`config.mk`:
```
export PLATFORM = sky130hd
export DESIGN_NAME = serial_cla_add12
export DESIGN_NICKNAME = d
export VERILOG_FILES = /design/src/rtl/serial_cla_add12.sv
export SDC_FILE = /design/constraint.sdc
export NUM_CORES = 1
export LEC_CHECK = 0
export ABC_AREA = 0
export CORE_UTILIZATION = 34
export DETAILED_ROUTE_END_ITERATION = 7
export DONT_BUFFER_PORTS = 1
export GPL_ROUTABILITY_DRIVEN = 0
export SYNTH_ARGS = -nofsm -noshare
export SYNTH_HDL_FRONTEND = slang
export SYNTH_SLANG_ARGS = --single-unit
```
`constraint.sdc`:
```
create_clock -name clk -period 2.75 [get_ports clk]
set_clock_uncertainty 0.2 [all_clocks]
set_input_delay 0.55 -clock clk [delete_from_list [all_inputs] [get_ports clk]]
set_output_delay 0.55 -clock clk [all_outputs]
set_load 0.01 [all_outputs]
```
`src/rtl/serial_cla_add12.sv`:
```
// rtl/serial_cla_add12.sv - bit-serial-by-slice adder reusing one 3-bit carry-lookahead slice
module serial_cla_add12 #(
    parameter int NSLICE = 4,
    localparam int W = 3 * NSLICE,
    localparam int KW = (NSLICE > 1) ? $clog2(NSLICE) : 1
) (
    input  logic         clk,
    input  logic         rst,
    input  logic         start,
    input  logic         clr,
    input  logic [W-1:0] A,
    input  logic [W-1:0] B,
    input  logic         Cin,
    output logic         busy,
    output logic         done,
    output logic [W:0]   S
);

    typedef enum logic [1:0] {IDLE, RUN, DONE} state_t;

    state_t        state;
    logic [W-1:0]  a_r;
    logic [W-1:0]  b_r;
    logic          carry;
    logic [KW-1:0] k;

    logic [2:0] sa, sb, g, p, sum;
    logic       c1, c2, c3;

    // The single shared lookahead slice, fed by the slice selected by k.
    always_comb begin
        sa  = a_r[int'(k) * 3 +: 3];
        sb  = b_r[int'(k) * 3 +: 3];
        g   = sa & sb;
        p   = sa ^ sb;
        c1  = g[0] | (p[0] & carry);
        c2  = g[1] | (p[1] & g[0]) | (p[1] & p[0] & carry);
        c3  = g[2] | (p[2] & g[1]) | (p[2] & p[1] & g[0]) | (p[2] & p[1] & p[0] & carry);
        sum = p ^ {c2, c1, carry};
    end

    always_ff @(posedge clk or posedge rst) begin
        if (rst) begin
            state <= IDLE;
            a_r   <= '0;
            b_r   <= '0;
            carry <= 1'b0;
            k     <= '0;
            S     <= '0;
            busy  <= 1'b0;
            done  <= 1'b0;
        end else if (clr) begin
            // Abort keeps the partial sum visible; only sequencing state is cleared.
            state <= IDLE;
            carry <= 1'b0;
            k     <= '0;
            busy  <= 1'b0;
            done  <= 1'b0;
        end else begin
            case (state)
                IDLE: begin
                    done <= 1'b0;
                    if (start) begin
                        a_r   <= A;
                        b_r   <= B;
                        carry <= Cin;
                        S     <= '0;
                        k     <= '0;
                        busy  <= 1'b1;
                        state <= RUN;
                    end
                end
                RUN: begin
                    S[int'(k) * 3 +: 3] <= sum;
                    carry <= c3;
                    if (k == KW'(NSLICE - 1)) begin
                        S[W]  <= c3;
                        k     <= '0;
                        busy  <= 1'b0;
                        done  <= 1'b1;
                        state <= DONE;
                    end else begin
                        k <= k + 1'b1;
                    end
                end
                DONE: begin
                    done  <= 1'b0;
                    state <= IDLE;
                end
                default: begin
                    busy  <= 1'b0;
                    done  <= 1'b0;
                    state <= IDLE;
                end
            endcase
        end
    end

endmodule

```
# ---- Word-level counts from Yosys, hierarchy flattened
# Index checks and enable logic that the tools add are counted.
dict set report totals {
  ff_bits 44
  in_bits 29
  out_inout_bits 15
  elab_cells 71
}
dict set report classes {
  shifts 4
  n_mul 1
  muxes 22
  n_addsub 2
  reduce_logical 8
  bitwise_logic 19
  n_eq_ne 7
}
# cell count
set ops {}
lappend ops {{12-bit by 32-bit variable part select with 3-bit output} 2}
lappend ops {{4-bit negation with 33-bit output} 1}
lappend ops {{3-bit by 33-bit variable shift with 13-bit output (first input constant)} 1}
lappend ops {{3-bit by 33-bit variable part select with 13-bit output} 1}
lappend ops {{13-bit one-hot mux with 2 select lines} 1}
lappend ops {{13-bit bitwise mux} 1}
lappend ops {{13-bit 2-to-1 mux} 1}
lappend ops {{2-bit 2-to-1 mux} 6}
lappend ops {{1-bit AND} 9}
lappend ops {{1-bit 2-to-1 mux} 9}
lappend ops {{3-bit AND reduction} 3}
lappend ops {{2-bit one-hot mux with 2 select lines} 2}
lappend ops {{3-bit inequality test (second input constant)} 2}
lappend ops {{1-bit bitwise OR} 6}
lappend ops {{3-bit XOR} 2}
lappend ops {{2-bit == test (second input constant)} 2}
lappend ops {{2-bit by 2-bit multiplier with 4-bit output (second input constant)} 1}
lappend ops {{2-bit inequality test (second input constant)} 2}
lappend ops {{2-bit AND reduction} 2}
lappend ops {{3-bit AND} 1}
lappend ops {{1-bit one-hot mux with 3 select lines} 1}
lappend ops {{3-bit nonzero test} 1}
lappend ops {{2-bit by 1-bit adder with 2-bit output (second input constant)} 1}
lappend ops {{2-bit by 1-bit == test with 1-bit output (second input constant)} 1}
lappend ops {{4 further kinds} 4}

# ---- Longest topological paths before layout
dict set report depth {
  depth_word 11
  depth_mapped 7
  ltp_nobuf 6
}

# ---- Worst setup path after synthesis
# OpenSTA, ideal clock, no wires.
dict set report synth_timing {
  path_type {reg2reg}
  startpoint {register k[0]}
  endpoint {register S[8]}
  t_required_ns 2.416
  t_arrival_ns 2.172
  path_stages_with_launch 8
  path_slack_ns 0.244
  setup_ns 0.134
  synth_period_minus_slack_ns 2.506
  path_buffers 1
  path_cell_list {dfrtp_1 > buf_2 > mux4_2 > ha_1 > a211oi_1 > nor2_1 > xnor2_1 > o21ai_0}
}
dict set report synth_between {
  elab_chain_cells 10
  elab_cells_between_ends 18
  classes_between {add/sub: 1; mul: 1; shift: 4; mux: 2; bitwise: 10}
}
# element line_no
set synth_rtl {}
lappend synth_rtl {{start: declaration} 25} ;# logic [KW-1:0] k;
lappend synth_rtl {{start signal: assignment} 83} ;# k <= k + 1'b1;
lappend synth_rtl {{2-bit by 2-bit multiplier with 4-bit output (*)} {32, 33, 74}}
lappend synth_rtl {{12-bit by 32-bit variable part select with 3-bit output (on tied branches)} {32, 33}}
lappend synth_rtl {{3-bit XOR / 3-bit AND (equally long branches)} {35, 34}}
lappend synth_rtl {{1-bit AND} 37} ;# c2 = g[1] | (p[1] & g[0]) | (p[1] & p[0] & carry);
lappend synth_rtl {{1-bit bitwise OR / 1-bit AND (equally long branches)} 37}
lappend synth_rtl {{1-bit bitwise OR} 37}
lappend synth_rtl {{3-bit XOR} 39} ;# sum = p ^ {c2, c1, carry};
lappend synth_rtl {{3-bit by 33-bit variable part select with 13-bit output} 74} ;# S[int'(k) * 3 +: 3] <= sum;
lappend synth_rtl {{13-bit bitwise mux (*)} 74}
lappend synth_rtl {{13-bit one-hot mux with 2 select lines (*)} 60} ;# case (state)
lappend synth_rtl {{end signal: indexed assignment} 74}
lappend synth_rtl {{end: declaration} 16} ;# output logic [W:0] S
# Mark *: on every way between the ends. The rest lies on a longest branch, timed or not.
# A chain may end at the register's enable or synchronous reset.

# ---- Final worst setup path
# Ends and elaborated chain as after synthesis.

==> impl_results.md <==
* Max_cap viols at 0
* Worst-Margin Slew at ~1.0 ns
* Largest net degree at the start of global routing at 29
* Result of the run: finished clean
* CP max stage cell: mux4_2
* Nets@finish at 202
* CTS Buffer Depth at 2
* Ys Warns at 0
* Cts bufs inserted at 5
* Die height at between 80 and 90 µm
* Unique masters post-synth at 39
* I/O pins at 44
* Average via count per standard cell at 5.38
* Post-DP HPWL at approximately 3200 µm
* CP peak stage delay at 0.58 ns
* Proportion of layout cells with a drive suffix above 1 at 27.7%
* Syn Area/Cell at 13.0 µm²
* Fin crit share at around 90%
* Critical-path maximum fanout at 5
* Vias in the first global route at between 1000 and 1500
* Power per cell area at 724 nW/µm²
* P&R area growth vs syn at 8.05%
* Final hold violations at 0
* Clock transition at the registers of the reported paths at about 0.090 ns
* Port Buffers at 0
* Post-Syn Nets at 198
* Post-CTS Hold Buffers at 0
* Post-synthesis sequential area ratio at between 50% and 60%
* Root buffer selected by CTS: clkbuf_8
* Routed wire length at 4270 µm
* Wire per inst at between 15 and 20 µm
* Setup ws final at 0.266 ns
* Total gr overflow at 0
* Arr. time, crit path at about 2.5 ns
* Dpl ws at 0.169 ns
* Total GRT Usage at 15.1%
* DRT antenna net count at 0
* CTS tree: done
* Max Clock Freq at 0.403 GHz
* Synthesized area at 2100 µm²
* Leak pwr at 0.943 nW
* RSZ-0062 raised after global routing: no
* Largest cells by area after synthesis: dfrtp_1, mux2_2, mux4_2
* Starting density of the core at 35.4%
* Die area at approximately 6500 µm²
* Drt initial violations at 61
* TritonRoute pass-1 iters at 4
* VDD IR-drop max at roughly 0.45 mV
* Required time of the critical path at about 2.7 ns
* Via Count at 1297
* Min Tclk post-route at approximately 2.5 ns
* Initial antenna violation count at 0
* # rows at 28
* Final Max Tran Viols at 0
* Die Wd at between 80 and 90 µm
* Setup Fix Bufs, Post-CTS at 0
* Clk sinks at 44
* CORE AREA at around 5900 µm²
* Worst Setup End Kind: flip-flop
* # setup viols final at 0
* Number of synthesized register bits at 44
* Hold crit path type: input port to async pin
* Post-synthesis instance total at 161
* Worst slew margin at 32.4%
* Yosys top cell by area: dfrtp_1
* Cell family with most CP delay: multiplexers
* Global-route wire length before repair at 7220 µm
* Worst Setup Start Kind: flip-flop
* Clock Latency Late Sink at 0.30 ns
* WS Path Type: flip-flop to flip-flop
* Yosys top cell area share at between 50% and 60%
* # diodes at 0
* Htree depth at 2
* Worst path bufs/invs at 0
* Total negative slack at 0 ns
* CP Cell Sequence: mux4_2 > ha_1 > a211oi_1 > nor2_1 > xnor2_2 > o21ai_0
* Drt drc at 0
-- cells by family after synthesis --
logic type / count (synthesis) / share of synthesized area, %
AND/OR/NAND/NOR: 34 / 9.37
AO/OA/AOI/OAI: 28 / 9.01
XOR/XNOR: 2 / 0.835
flip-flops: 44 / 52.5
buffers and inverters: 15 / 3.82
multiplexers: 30 / 19.3
adder cells (fa/ha/maj): 8 / 5.13
-- cells in the final DEF (no fill, tap or decap), drive strengths merged, types with 5 or more instances in the layout --
| cell type | count |
|---|---|
| dfrtp | 44 |
| mux2 | 24 |
| nor2 | 10 |
| o21ai | 10 |
| inv | 7 |
| ha | 7 |
| nand2 | 7 |
| o2bb2ai | 6 |
| mux4 | 6 |
| clkbuf | 5 |
-- registers in the layout, indices dropped and copies added, names as in the netlist --
name	cells
S	13
a_r	12
b_r	12
busy	1
carry	1
done	1
k	2
state	2
-- final timing paths --
kind / start / to / slack [ns] / depth (start not counted)
worst max-delay path: k[0] / S[8] / 0.27 / 6
worst min-delay path: rst / b_r[3] / 0.04 / 1
worst max register to register: k[0] / S[8] / 0.27 / 6
worst min register to register: b_r[0] / b_r[0] / 0.30 / 1
max in group asynchronous: rst / a_r[2] / 1.62 / 2
min in group clk: clr / busy / 0.10 / 1
-- layer usage --
layer  up-vias  share of wire, %  global-route usage (%)
li1        590                 -                       -
met1       658                41                    17.5
met2        44                51                    26.0
met3         5               7.2                    4.77
met4         0               1.2                    5.36
met5         -                 0                       0
-- synth_stat cells (all sizes together) --
master   count
nor4         1
or4          1
nand3        2
nor3b        2
o31ai        1
a21o         1
nand2        7
nand3b       1
fa           1
o211ai       1
o2bb2ai      6
nand2b       2
o21a         1
mux2        24
nor2b        2
a31oi        1
inv          8
mux4         6
nor3         4
a22oi        1
a211oi       1
dfrtp       44
o21ai       10
clkbuf       1
nand4        2
o221ai       2
nor2        10
ha           7
xnor2        2
buf          6
o21bai       1
a21oi        2
-- where the power goes --
part	leakage [nW]	total [mW]	switching, mW	internal (mW)
registers	0.556	0.832	0.0842	0.747
logic	0.339	0.403	0.200	0.202
clock network	0.0479	0.406	0.229	0.177
-- area by class of cell --
type	count	area [µm²]
multi-input cells	102	923
clock inverters	3	18.8
well taps	75	93.8
clock buffers	5	68.8
repair buffers	4	30.0
flip-flops and latches	44	1100
fillers	567	3650
inverters	8	30.0
-- what timing repair did --
item / 4_1_cts / 5_1_grt
endpoints found under the setup margin: 0 / 2
endpoints found under the hold margin: 0 / 0
gates resized for setup: 0 / 1
-- through the flow --
| stage | area (µm²) | hold WS (ns) | power (mW) | utilization, % | cells |
|---|---|---|---|---|---|
| final | 2270 | 0.0394 | 1.64 | 38.3 | 241 |
| after global routing | 2270 | 0.0909 | 1.74 | 38.3 | 241 |
| after CTS | 2260 | 0.0718 | 1.65 | 38.1 | 241 |
| after detailed placement | 2170 | 0.287 | 1.23 | 36.7 | 233 |
| after global placement | 2170 | 0.293 | 1.21 | 36.7 | 233 |
| after floorplan | 2100 | 0.253 | 1.13 | - | 161 |
No activity file was read; power rests on OpenSTA's default activity.
